## config.mk

```make
export PLATFORM = sky130hd
export DESIGN_NAME = uart_tx_arbiter_flat
export DESIGN_NICKNAME = d
export VERILOG_FILES = /design/src/rtl/uart_tx_arbiter_if.sv /design/src/rtl/uart_tx_arbiter.sv /design/src/flat_wrapper.sv
export SDC_FILE = /design/constraint.sdc
export NUM_CORES = 1
export LEC_CHECK = 0
export BUFFER_PORTS_ARGS = -buffer_cell sky130_fd_sc_hd__buf_2
export CAP_MARGIN = 25
export CORE_MARGIN = 2
export CORE_UTILIZATION = 35
export DETAILED_ROUTE_END_ITERATION = 10
export HOLD_SLACK_MARGIN = 0.12
export SETUP_SLACK_MARGIN = 0.15
export SLEW_MARGIN = 20
export SYNTH_ARGS = -nofsm -noshare
export SYNTH_HDL_FRONTEND = slang
export SYNTH_SLANG_ARGS = --single-unit
export TNS_END_PERCENT = 10
```

## constraint.sdc

```tcl
create_clock -name clk -period 3.3 [get_ports clk]
set_input_delay 0.66 -clock clk [delete_from_list [all_inputs] [get_ports clk]]
set_output_delay 0.66 -clock clk [all_outputs]
set_load 0.01 [all_outputs]
```

## src/rtl/uart_tx_arbiter_if.sv

```systemverilog
// Requester-side byte handshake for the shared UART transmitter.
// Requesters hold req with their byte until the one-cycle ack.
interface uart_tx_arbiter_if #(
  parameter int N_REQ = 4
);
  logic [N_REQ-1:0]   req;
  logic [8*N_REQ-1:0] req_data;
  logic [N_REQ-1:0]   ack;

  modport master (
    output req,
    output req_data,
    input  ack
  );

  modport slave (
    input  req,
    input  req_data,
    output ack
  );
endinterface

```

## src/rtl/uart_tx_arbiter.sv

```systemverilog
// Round-robin arbiter feeding one 8N1 UART transmitter.
// Bits advance on clk_bps pulses from an external baud generator.
module uart_tx_arbiter #(
  parameter int N_REQ = 4
) (
  input  logic              clk,
  input  logic              rst,
  uart_tx_arbiter_if.slave  bus,
  output logic              bps_start,
  input  logic              clk_bps,
  output logic              txd,
  output logic              busy,
  output logic [2:0]        grant_id
);

  typedef enum logic [1:0] {
    IDLE,
    SHIFT,
    STOP,
    GAP
  } state_e;

  state_e           state_q, state_d;
  logic [7:0]       sr_q, sr_d;
  logic [3:0]       cnt_q, cnt_d;
  logic [2:0]       last_q, last_d;
  logic [2:0]       gid_q, gid_d;
  logic             txd_q, txd_d;
  logic             bps_q, bps_d;
  logic             busy_q, busy_d;
  logic [N_REQ-1:0] ack_q, ack_d;

  logic [7:0]       req8;
  logic [63:0]      data64;
  logic [7:0]       ack8;
  logic [2:0]       idx;
  logic [2:0]       pick;
  logic             pick_vld;

  assign req8   = 8'(bus.req);
  assign data64 = 64'(bus.req_data);
  assign ack8   = 8'b1 << pick;

  // First set bit strictly after the last grantee, wrapping.
  always_comb begin
    pick_vld = 1'b0;
    pick     = '0;
    idx      = '0;
    for (int k = 1; k <= N_REQ; k++) begin
      idx = 3'((int'(last_q) + k) % N_REQ);
      if (!pick_vld && req8[idx]) begin
        pick_vld = 1'b1;
        pick     = idx;
      end
    end
  end

  always_ff @(posedge clk) begin
    if (rst) begin
      state_q <= IDLE;
      sr_q    <= '0;
      cnt_q   <= '0;
      last_q  <= 3'(N_REQ - 1);
      gid_q   <= '0;
      txd_q   <= 1'b1;
      bps_q   <= 1'b0;
      busy_q  <= 1'b0;
      ack_q   <= '0;
    end else begin
      state_q <= state_d;
      sr_q    <= sr_d;
      cnt_q   <= cnt_d;
      last_q  <= last_d;
      gid_q   <= gid_d;
      txd_q   <= txd_d;
      bps_q   <= bps_d;
      busy_q  <= busy_d;
      ack_q   <= ack_d;
    end
  end

  always_comb begin
    state_d = state_q;
    unique case (state_q)
      IDLE:  if (pick_vld) state_d = SHIFT;
      SHIFT: if (clk_bps && cnt_q == 4'd8) state_d = STOP;
      STOP:  if (clk_bps) state_d = GAP;
      GAP:   state_d = IDLE;
      default: state_d = IDLE;
    endcase
  end

  always_comb begin
    sr_d   = sr_q;
    cnt_d  = cnt_q;
    last_d = last_q;
    gid_d  = gid_q;
    txd_d  = txd_q;
    bps_d  = bps_q;
    busy_d = busy_q;
    ack_d  = '0;
    unique case (state_q)
      IDLE: begin
        txd_d  = 1'b1;
        bps_d  = 1'b0;
        busy_d = 1'b0;
        if (pick_vld) begin
          sr_d   = data64[{pick, 3'b000} +: 8];
          ack_d  = ack8[N_REQ-1:0];
          gid_d  = pick;
          last_d = pick;
          txd_d  = 1'b0;
          bps_d  = 1'b1;
          busy_d = 1'b1;
          cnt_d  = '0;
        end
      end
      SHIFT: begin
        if (clk_bps) begin
          if (cnt_q == 4'd8) begin
            txd_d = 1'b1;
          end else begin
            txd_d = sr_q[0];
            sr_d  = sr_q >> 1;
            cnt_d = cnt_q + 4'd1;
          end
        end
      end
      STOP: begin
        if (clk_bps) begin
          bps_d  = 1'b0;
          busy_d = 1'b0;
        end
      end
      GAP: begin
        // Holding bps_start low here lets the baud counter clear.
        txd_d  = 1'b1;
        bps_d  = 1'b0;
        busy_d = 1'b0;
      end
      default: ;
    endcase
  end

  assign bus.ack   = ack_q;
  assign bps_start = bps_q;
  assign txd       = txd_q;
  assign busy      = busy_q;
  assign grant_id  = gid_q;

endmodule

```

## src/flat_wrapper.sv

```systemverilog
// flat-port wrapper written by rule: the top's interface ports become plain ports
module uart_tx_arbiter_flat 
#(
  parameter int N_REQ = 4
)
  (clk, rst, bps_start, clk_bps, txd, busy, grant_id, bus_req, bus_req_data, bus_ack);
  uart_tx_arbiter_if #(.N_REQ(N_REQ)) bus_i ();
  input  logic clk;
  input  logic rst;
  output logic bps_start;
  input  logic clk_bps;
  output logic txd;
  output logic busy;
  output logic [2:0] grant_id;
  input wire logic [$bits(bus_i.req)-1:0] bus_req;
  input wire logic [$bits(bus_i.req_data)-1:0] bus_req_data;
  output wire logic [$bits(bus_i.ack)-1:0] bus_ack;
  assign bus_i.req = bus_req;
  assign bus_i.req_data = bus_req_data;
  assign bus_ack = bus_i.ack;
  uart_tx_arbiter #(.N_REQ(N_REQ)) u_core (.clk(clk), .rst(rst), .bus(bus_i), .bps_start(bps_start), .clk_bps(clk_bps), .txd(txd), .busy(busy), .grant_id(grant_id));
endmodule
```

==> summary.log, run 1 <==
INFO  floorplanning  die_area=5230µm²
INFO  yosys          synth-async-reset-ratio=0%
INFO  timing         worstMarginPinSlew=0.744ns
INFO  critical_path  crit_fanout=18
INFO  yosys          synth_top_area_cell=sky130_fd_sc_hd__dfxtp_1
INFO  finish         design.final.nets=294
INFO  placed_design  place.port_buffers=47
INFO  cts            clk-insertion-delay-late=0.27ns
INFO  yosys          postSynthCellCount=210
INFO  drt            detail_route.vias_per_cell=5.15
INFO  drt            detail_route.wirelength=3.56mm
INFO  drt            detail_route.first_pass.iterations=4
INFO  yosys          distinct_cells_synth=41
INFO  finish         sequential_cell_area_in_the_final_layout=480µm²
INFO  finish         antenna_cells_inserted=0
INFO  min_path       worst_hold_path_type=reg -> reg
INFO  power_and_ir_drop netSwitchingPower=0.000580W
INFO  yosys          netlist_area=1630µm²
INFO  timing         fmax=0.411GHz
INFO  global_routing grt_pass1_vias=1287
INFO  yosys          synth-main-ff-cell=sky130_fd_sc_hd__dfxtp_1
INFO  critical_path  worst-r2r-setup-slack=0.87ns
INFO  yosys          synthesis.nets=257
INFO  floorplanning  io_pins=49
INFO  critical_path  worst_setup_path_start_kind=flip-flop
INFO  finish         layout.filler_cells=448
INFO  floorplanning  die_height=72.3µm
INFO  yosys          fraction_of_synthesized_cell_area_taken_by_the_top_area_cell_type=29.4%
INFO  cts            cts.path.max_buffers=2
INFO  finish         most_frequent_standard_cell_in_the_layout_excluding_fill_and_tap_cells=sky130_fd_sc_hd__buf_2
INFO  cts            tritoncts_sinks=24
INFO  yosys          synth_edf_count=0
INFO  critical_path  required=3.46ns
INFO  yosys          proportion_of_synthesized_chip_area_in_sequential_cells=29.4%
INFO  global_routing grtUsageTotal=14.1%
INFO  run            max-cap-violations=0
INFO  drt            drt.antenna.violating_nets=0
INFO  finish         final_cell_mix=sky130_fd_sc_hd__buf_2 (47), sky130_fd_sc_hd__dfxtp_1 (24), sky130_fd_sc_hd__nor2_1 (22), sky130_fd_sc_hd__inv_1 (18)
INFO  yosys          ys_top_cells_by_area=sky130_fd_sc_hd__dfxtp_1 (29%), sky130_fd_sc_hd__and4_1 (7.5%), sky130_fd_sc_hd__ha_1 (6.1%)
INFO  yosys          synthesis.area_per_instance=7.78µm²
INFO  power_and_ir_drop logic_pwr_share=53.3%
INFO  timing         finalHoldViolCount=0
INFO  finish         area_growth_from_synthesis_to_layout=18.7%
INFO  global_routing global_route_wire_length_before_repair=5.90mm
INFO  timing         totalNegativeSetupSlack=0ns
INFO  timing         final-setup-viol-count=0
INFO  power_and_ir_drop power_switching_share=42.0%
INFO  cts            tritoncts.num_buffers=3
INFO  power_and_ir_drop worst_ir_drop_vdd=270µV
INFO  timing         fin_hold_ws=0.455ns
INFO  floorplanning  placementRows=24
INFO  timing         fin_skew=0.00373ns
INFO  timing         timing.final.crit_period=2.43ns
INFO  global_routing pin_count_of_the_biggest_net_entering_global_routing=31
INFO  floorplanning  chipWidth=72.3µm
INFO  power_and_ir_drop power_frac_clock=14.6%
INFO  global_routing antenna_found_initial=0
INFO  power_and_ir_drop cellInternalPower=0.000801W
INFO  power_and_ir_drop power_density=713nW/µm²
INFO  power_and_ir_drop total_leakage_power=0.862nW
INFO  cts            gates_resized_cts_repair=0
INFO  floorplanning  initial_core_utilization=37.0%
INFO  timing         rsz_0062_raised_after_global_routing=false
INFO  global_routing gr-total-overflow=0
INFO  power_and_ir_drop finalPower=0.00138W
INFO  cts            htree_num_levels=1
INFO  cts            cts_hold_buf=0
INFO  finish         layout-drive-gt1-share=24.0%
INFO  drt            wire_per_inst=11.9µm
INFO  drt            route.detailed.drc=0
INFO  floorplanning  fp.coreArea=4410µm²
INFO  drt            num_vias=1534
INFO  cts            cts.repair_timing.setup_buffer_count=0
INFO  placed_design  dp_hpwl=2.69mm
INFO  timing         report.final.slew_viol_count=0
INFO  finish         multi_input_area=1020µm²
INFO  status         status=finished clean
INFO  cts            clock_root_buffer=sky130_fd_sc_hd__clkbuf_8
INFO  critical_path  timing.critical_path.to_type=flip-flop
INFO  cts            clock_tree_from_tritoncts=yes
INFO  power_and_ir_drop p_seq_share=32.1%
INFO  finish         final_cells=298
INFO  timing         finalCritPeriodShare=73.7%
INFO  timing         slew-limit-headroom=50.0%
INFO  cts            cts.clk_slew.worst_paths=0.08ns
INFO  critical_path  cp_data_arrival_time=2.59ns
INFO  placed_design  place.gp.congestion=0.782
INFO  placed_design  place.detailed.instances=294
INFO  yosys          postSynthRegisterBits=24
INFO  drt            drtIter0Drc=68
INFO  yosys          synth_warnings=0
INFO  critical_path  path_class=reg -> reg
[cells in the mapped netlist, types with 2 or more instances]
cell type                  number
sky130_fd_sc_hd__a211oi_1       3
sky130_fd_sc_hd__a21oi_1        4
sky130_fd_sc_hd__a31oi_1       14
sky130_fd_sc_hd__a41oi_1        7
sky130_fd_sc_hd__and4_1        14
sky130_fd_sc_hd__buf_2          2
sky130_fd_sc_hd__buf_4          2
sky130_fd_sc_hd__clkbuf_1      13
sky130_fd_sc_hd__dfxtp_1       24
sky130_fd_sc_hd__ha_1           8
sky130_fd_sc_hd__inv_1         18
sky130_fd_sc_hd__mux2i_1        4
sky130_fd_sc_hd__nand2_1       14
sky130_fd_sc_hd__nand2b_1       6
sky130_fd_sc_hd__nand3_1        2
sky130_fd_sc_hd__nor2_1        22
sky130_fd_sc_hd__nor2b_1        3
sky130_fd_sc_hd__nor3_1         3
sky130_fd_sc_hd__nor3b_1        2
sky130_fd_sc_hd__o21ai_0        9
sky130_fd_sc_hd__o21ai_1        7
sky130_fd_sc_hd__o21bai_1       9
sky130_fd_sc_hd__xor2_1         2
[cell type report]
cell class | instances | area share, %
Tap cell | 52 | 3.36
Inverter | 18 | 3.49
Clock buffer | 4 | 2.84
Timing Repair Buffer | 49 | 13.1
Multi-Input combinational cell | 151 | 52.4
Sequential cell | 24 | 24.8
[per-stage QoR]
stage / area [µm²] / setup slack (ns) / utilization, %
after floorplan: 1630 / 1.38 / -
after global placement: 1870 / 0.683 / 42.4
after detailed placement: 1880 / 0.847 / 42.7
after CTS: 1940 / 0.841 / 43.9
after global routing: 1940 / 0.593 / 43.9
final: 1940 / 0.868 / 43.9
[final timing paths]
kind | end | cells past startpoint | from
hold / removal | u_core.grant_id[1]$_SDFFE_PP0P_ | 2 | u_core.grant_id[1]$_SDFFE_PP0P_
setup reg to reg | u_core.cnt_q[3]$_SDFFE_PP0P_ | 8 | u_core.state_q[1]$_SDFFE_PP0P_
setup / recovery | u_core.cnt_q[3]$_SDFFE_PP0P_ | 8 | u_core.state_q[1]$_SDFFE_PP0P_
hold reg to reg | u_core.grant_id[1]$_SDFFE_PP0P_ | 2 | u_core.grant_id[1]$_SDFFE_PP0P_
[critical path, cell delays in order, from the launching register on]
cell	delay [ns]
sky130_fd_sc_hd__dfxtp_1	0.35
sky130_fd_sc_hd__inv_1	0.13
sky130_fd_sc_hd__ha_1	0.54
sky130_fd_sc_hd__mux2i_1	0.17
sky130_fd_sc_hd__a211oi_2	0.62
sky130_fd_sc_hd__buf_6	0.23
sky130_fd_sc_hd__nand4_1	0.11
sky130_fd_sc_hd__xor2_1	0.14
sky130_fd_sc_hd__nor2_1	0.05
[sequential cells by signal (all words and copies together), names as in the netlist]
signal,flops
u_core.bps_start,1
u_core.cnt_q,4
u_core.grant_id,2
u_core.state_q,2
u_core.txd,1
u_core.last_q,2
u_core.bus.ack,4
u_core.sr_q,8
[metal layers]
metal	up-vias	GRT usage (%)	wire length, µm
li1	821	-	-
met1	665	21.2	1860
met2	43	19.6	1440
met3	5	2.50	195
met4	0	5.66	54
met5	-	0	0
[power by group through the flow]
stage	clock (W)	sequential [W]	combinational (W)
6_report	0.000201	0.000443	0.000736
3_3_place_gp	0	0.000448	0.000718
5_1_grt	0.000226	0.000456	0.000831
2_1_floorplan	0	0.000452	0.000553
3_5_place_dp	0	0.000450	0.000742
4_1_cts	0.000213	0.000445	0.000743
[cell families (layout without fill, tap and decap cells)]
group	count (synthesis)	in the layout	share of synthesized area [%]
AOI/OAI and AO/OA	61	61	26.0
muxes	4	4	2.45
buffers and inverters	35	71	8.66
other	1	1	0.230
DFF	24	24	29.4
adders and majority gates	8	8	6.13
and+or+nand+nor	75	75	26.1
xor gates and xnor gates	2	2	1.07
No activity file was read; power rests on OpenSTA's default activity.
==> run 2: changes to the inputs <==
- clock period: 3.3 -> 2.1 ns (I/O delays scaled with it)
==> run 2 against run 1 <==
Via count rose by 2.2%. Maximum frequency rose by 33%. Clock-buffer cell count fell by 1. Clock power rose by 33%. Highest routed layer unchanged. Hold slack barely moved. Critical path depth did not move. Combinational power rose by 73%. Non-clock buffer count rose by 6.
==> summary.log, run 2 (same netlist as run 1, synthesis figures left out) <==
INFO  status         status=finished clean
INFO  floorplanning  die_height=72.3µm [unchanged]
INFO  floorplanning  placementRows=24 [unchanged]
INFO  power_and_ir_drop power_switching_share=41.7% [-0.26 points]
INFO  timing         fin_skew=0.00159ns [-0.00214 ns]
INFO  critical_path  worst_setup_path_start_kind=flip-flop
INFO  global_routing pin_count_of_the_biggest_net_entering_global_routing=31 [unchanged]
INFO  drt            drt.antenna.violating_nets=0 [unchanged]
INFO  cts            tritoncts_sinks=24 [unchanged]
INFO  min_path       hold_start=u_core.grant_id[1]$_SDFFE_PP0P_
INFO  drt            route.detailed.drc=0 [unchanged]
INFO  critical_path  crit_fanout=5 [-13]
INFO  floorplanning  fp.coreArea=4410µm² [unchanged]
INFO  critical_path  timing.critical_path.to_type=flip-flop
INFO  timing         finalHoldViolCount=0 [unchanged]
INFO  min_path       worst_hold_path_type=reg -> reg
INFO  finish         max_flop_register=u_core.sr_q
INFO  timing         report.final.slew_viol_count=0 [unchanged]
INFO  finish         most_frequent_standard_cell_in_the_layout_excluding_fill_and_tap_cells=sky130_fd_sc_hd__buf_2
INFO  power_and_ir_drop power_frac_clock=12.0% [-2.6 points]
INFO  cts            clock_tree_from_tritoncts=yes
INFO  timing         rsz_0062_raised_after_global_routing=true
INFO  min_path       hold_depth=2 [unchanged]
INFO  timing         timing.final.crit_period=1.83ns [-0.604 ns]
INFO  cts            cts.path.max_buffers=2 [unchanged]
INFO  placed_design  placement.setup.worst_slack=0.139ns [-0.708 ns]
INFO  cts            htree_num_levels=1 [unchanged]
INFO  cts            clock_root_buffer=sky130_fd_sc_hd__clkbuf_8
INFO  finish         final_cell_mix=sky130_fd_sc_hd__buf_2 (47), sky130_fd_sc_hd__dfxtp_1 (24), sky130_fd_sc_hd__nor2_1 (21), sky130_fd_sc_hd__inv_1 (18)
INFO  floorplanning  io_pins=49 [unchanged]
INFO  global_routing grtUsageTotal=14.3% [+0.22 points]
INFO  drt            detail_route.wirelength=3.63mm [+2.2%]
INFO  cts            cts.clk_slew.worst_paths=0.08ns [about the same]
INFO  critical_path  timing.reg2reg.worst_path_depth=8 [unchanged]
INFO  drt            drtIter0Drc=32 [-53%]
INFO  placed_design  place.port_buffers=47 [unchanged]
INFO  placed_design  dp_hpwl=2.75mm [+2.4%]
INFO  power_and_ir_drop total_leakage_power=0.890nW [+3.3%]
INFO  finish         layout-drive-gt1-share=26.3% [+2.3 points]
INFO  global_routing global_route_wire_length_before_repair=6.14mm [+4.1%]
INFO  floorplanning  initial_core_utilization=37.0% [unchanged]
INFO  power_and_ir_drop worst_ir_drop_vdd=431µV [+60%]
INFO  drt            detail_route.first_pass.iterations=4 [unchanged]
INFO  floorplanning  die_area=5230µm² [unchanged]
INFO  drt            detail_route.vias_per_cell=5.17 [+0.53%]
INFO  critical_path  path_class=reg -> reg
INFO  run            max-cap-violations=0 [unchanged]
INFO  cts            tritoncts.num_buffers=3 [unchanged]
INFO  min_path       whs_endpoint=u_core.grant_id[1]$_SDFFE_PP0P_
INFO  power_and_ir_drop logic_pwr_share=56.8% [+3.5 points]
INFO  finish         antenna_cells_inserted=0 [unchanged]
INFO  power_and_ir_drop p_seq_share=31.2% [-0.9 points]
INFO  critical_path  end_of_the_worst_register_to_register_path=u_core.cnt_q[3]$_SDFFE_PP0P_
INFO  timing         fmax=0.547GHz [+33%]
INFO  power_and_ir_drop power_density=1120nW/µm² [+57%]
INFO  global_routing grt_pass1_vias=1441 [+12%]
INFO  critical_path  longest_individual_stage_delay_on_the_worst_path=0.38ns [-0.24 ns]
INFO  power_and_ir_drop netSwitchingPower=0.000931W [+60%]
INFO  critical_path  required=2.25ns [-1.21 ns]
INFO  critical_path  worst-r2r-setup-slack=0.27ns [-0.60 ns]
INFO  timing         totalNegativeSetupSlack=0ns [unchanged]
INFO  critical_path  worstReg2RegStart=u_core.state_q[1]$_SDFFE_PP0P_
INFO  timing         final.setup.worst_slack=0.272ns [-0.596 ns]
INFO  placed_design  place.gp.congestion=0.776 [-0.72%]
INFO  critical_path  cpMaxStageDelayCell=sky130_fd_sc_hd__dfxtp_1
INFO  finish         layout.filler_cells=450 [+0.45%]
INFO  global_routing gr-total-overflow=0 [unchanged]
INFO  timing         finalCritPeriodShare=87.1% [+13 points]
INFO  critical_path  path_cells=inv_1 > ha_1 > mux2i_1 > a211oi_4 > buf_4 > nand4_1 > xor2_1 > nor2_1
INFO  finish         design.final.nets=300 [+2.0%]
INFO  global_routing antenna_found_initial=0 [unchanged]
INFO  finish         largest_reg_flops=8 [unchanged]
INFO  drt            num_vias=1568 [+2.2%]
INFO  critical_path  cp_data_arrival_time=1.98ns [-0.61 ns]
INFO  timing         final-setup-viol-count=0 [unchanged]
INFO  cts            clk-insertion-delay-late=0.26ns [about the same]
INFO  finish         area_growth_from_synthesis_to_layout=21.9%
INFO  power_and_ir_drop cellInternalPower=0.00130W [+62%]
INFO  floorplanning  chipWidth=72.3µm [unchanged]
INFO  drt            wire_per_inst=12.0µm [+0.48%]
## run 2: cell types whose count changed in the layout (fill, tap and decap cells not counted), sizes merged
cell / previous run / this run
clkbuf: 4 / 3
buf: 49 / 55
## run 2: layer usage
metal | vias to the layer above | wire [µm] | global-route usage, %
li1 | 840 | - | -
met1 | 684 | 1900 | 20.7
met2 | 42 | 1560 | 22.5
met3 | 2 | 148 | 1.67
met4 | 0 | 18 | 3.77
met5 | - | 0 | 0
## run 2: worst max path at each step
stage	cells after the start	slack (ns)	endpoint	startpoint
detailed placement	6	0.14	u_core.sr_q[0]$_SDFFE_PP0P_	bus_req[1]
CTS	7	0.18	u_core.sr_q[0]$_SDFFE_PP0P_	u_core.state_q[1]$_SDFFE_PP0P_
global route	8	0.11	u_core.cnt_q[3]$_SDFFE_PP0P_	u_core.state_q[1]$_SDFFE_PP0P_
floorplan	9	0.36	u_core.cnt_q[3]$_SDFFE_PP0P_	u_core.state_q[1]$_SDFFE_PP0P_
global placement	6	0.18	u_core.sr_q[4]$_SDFFE_PP0P_	bus_req[1]
finish	8	0.27	u_core.cnt_q[3]$_SDFFE_PP0P_	u_core.state_q[1]$_SDFFE_PP0P_
## run 2: critical path, delay by kind of cell, from the launching register on
kind	cells	cell delay, ns
AOI/OAI and AO/OA	1	0.32
xor gates and xnor gates	1	0.15
adders and majority gates	1	0.25
buffers and inverters	2	0.28
DFF	1	0.38
muxes	1	0.17
and+or+nand+nor	2	0.16
## run 2: power by group through the flow
stage	logic, W	clock network (W)	registers (W)
3_5_place_dp	0.00120	0	0.000706
2_1_floorplan	0.000868	0	0.000711
4_1_cts	0.00122	0.000280	0.000697
5_1_grt	0.00143	0.000297	0.000717
6_report	0.00127	0.000267	0.000695
3_3_place_gp	0.00119	0	0.000703
## run 2: layout make-up
| type | instances | area, µm² | share of cell area, % |
|---|---|---|---|
| well taps | 52 | 65.1 | 3.27 |
| multi-input cells | 151 | 1030 | 51.7 |
| inverters | 18 | 67.6 | 3.39 |
| repair buffers | 55 | 308 | 15.5 |
| clock buffers | 3 | 41.3 | 2.07 |
| flip-flops and latches | 24 | 480 | 24.1 |
## run 2: through the flow
| stage | cell area [µm²] | instances | util (%) | hold WS (ns) | power (W) |
|---|---|---|---|---|---|
| after floorplan | 1630 | 210 | - | 0.473 | 0.00158 |
| after global placement | 1920 | 298 | 43.5 | 0.442 | 0.00190 |
| after detailed placement | 1920 | 298 | 43.5 | 0.446 | 0.00190 |
| after CTS | 1970 | 301 | 44.6 | 0.458 | 0.00219 |
| after global routing | 1990 | 303 | 45.1 | 0.500 | 0.00245 |
| final | 1990 | 303 | 45.1 | 0.455 | 0.00223 |
## run 2: what timing repair did
item,CTS,global route
cloned,0,0
setup buffers,0,2
hold buffers,0,0
pin swaps,1,1
resized for setup,1,2
endpoints found under the setup margin,2,8
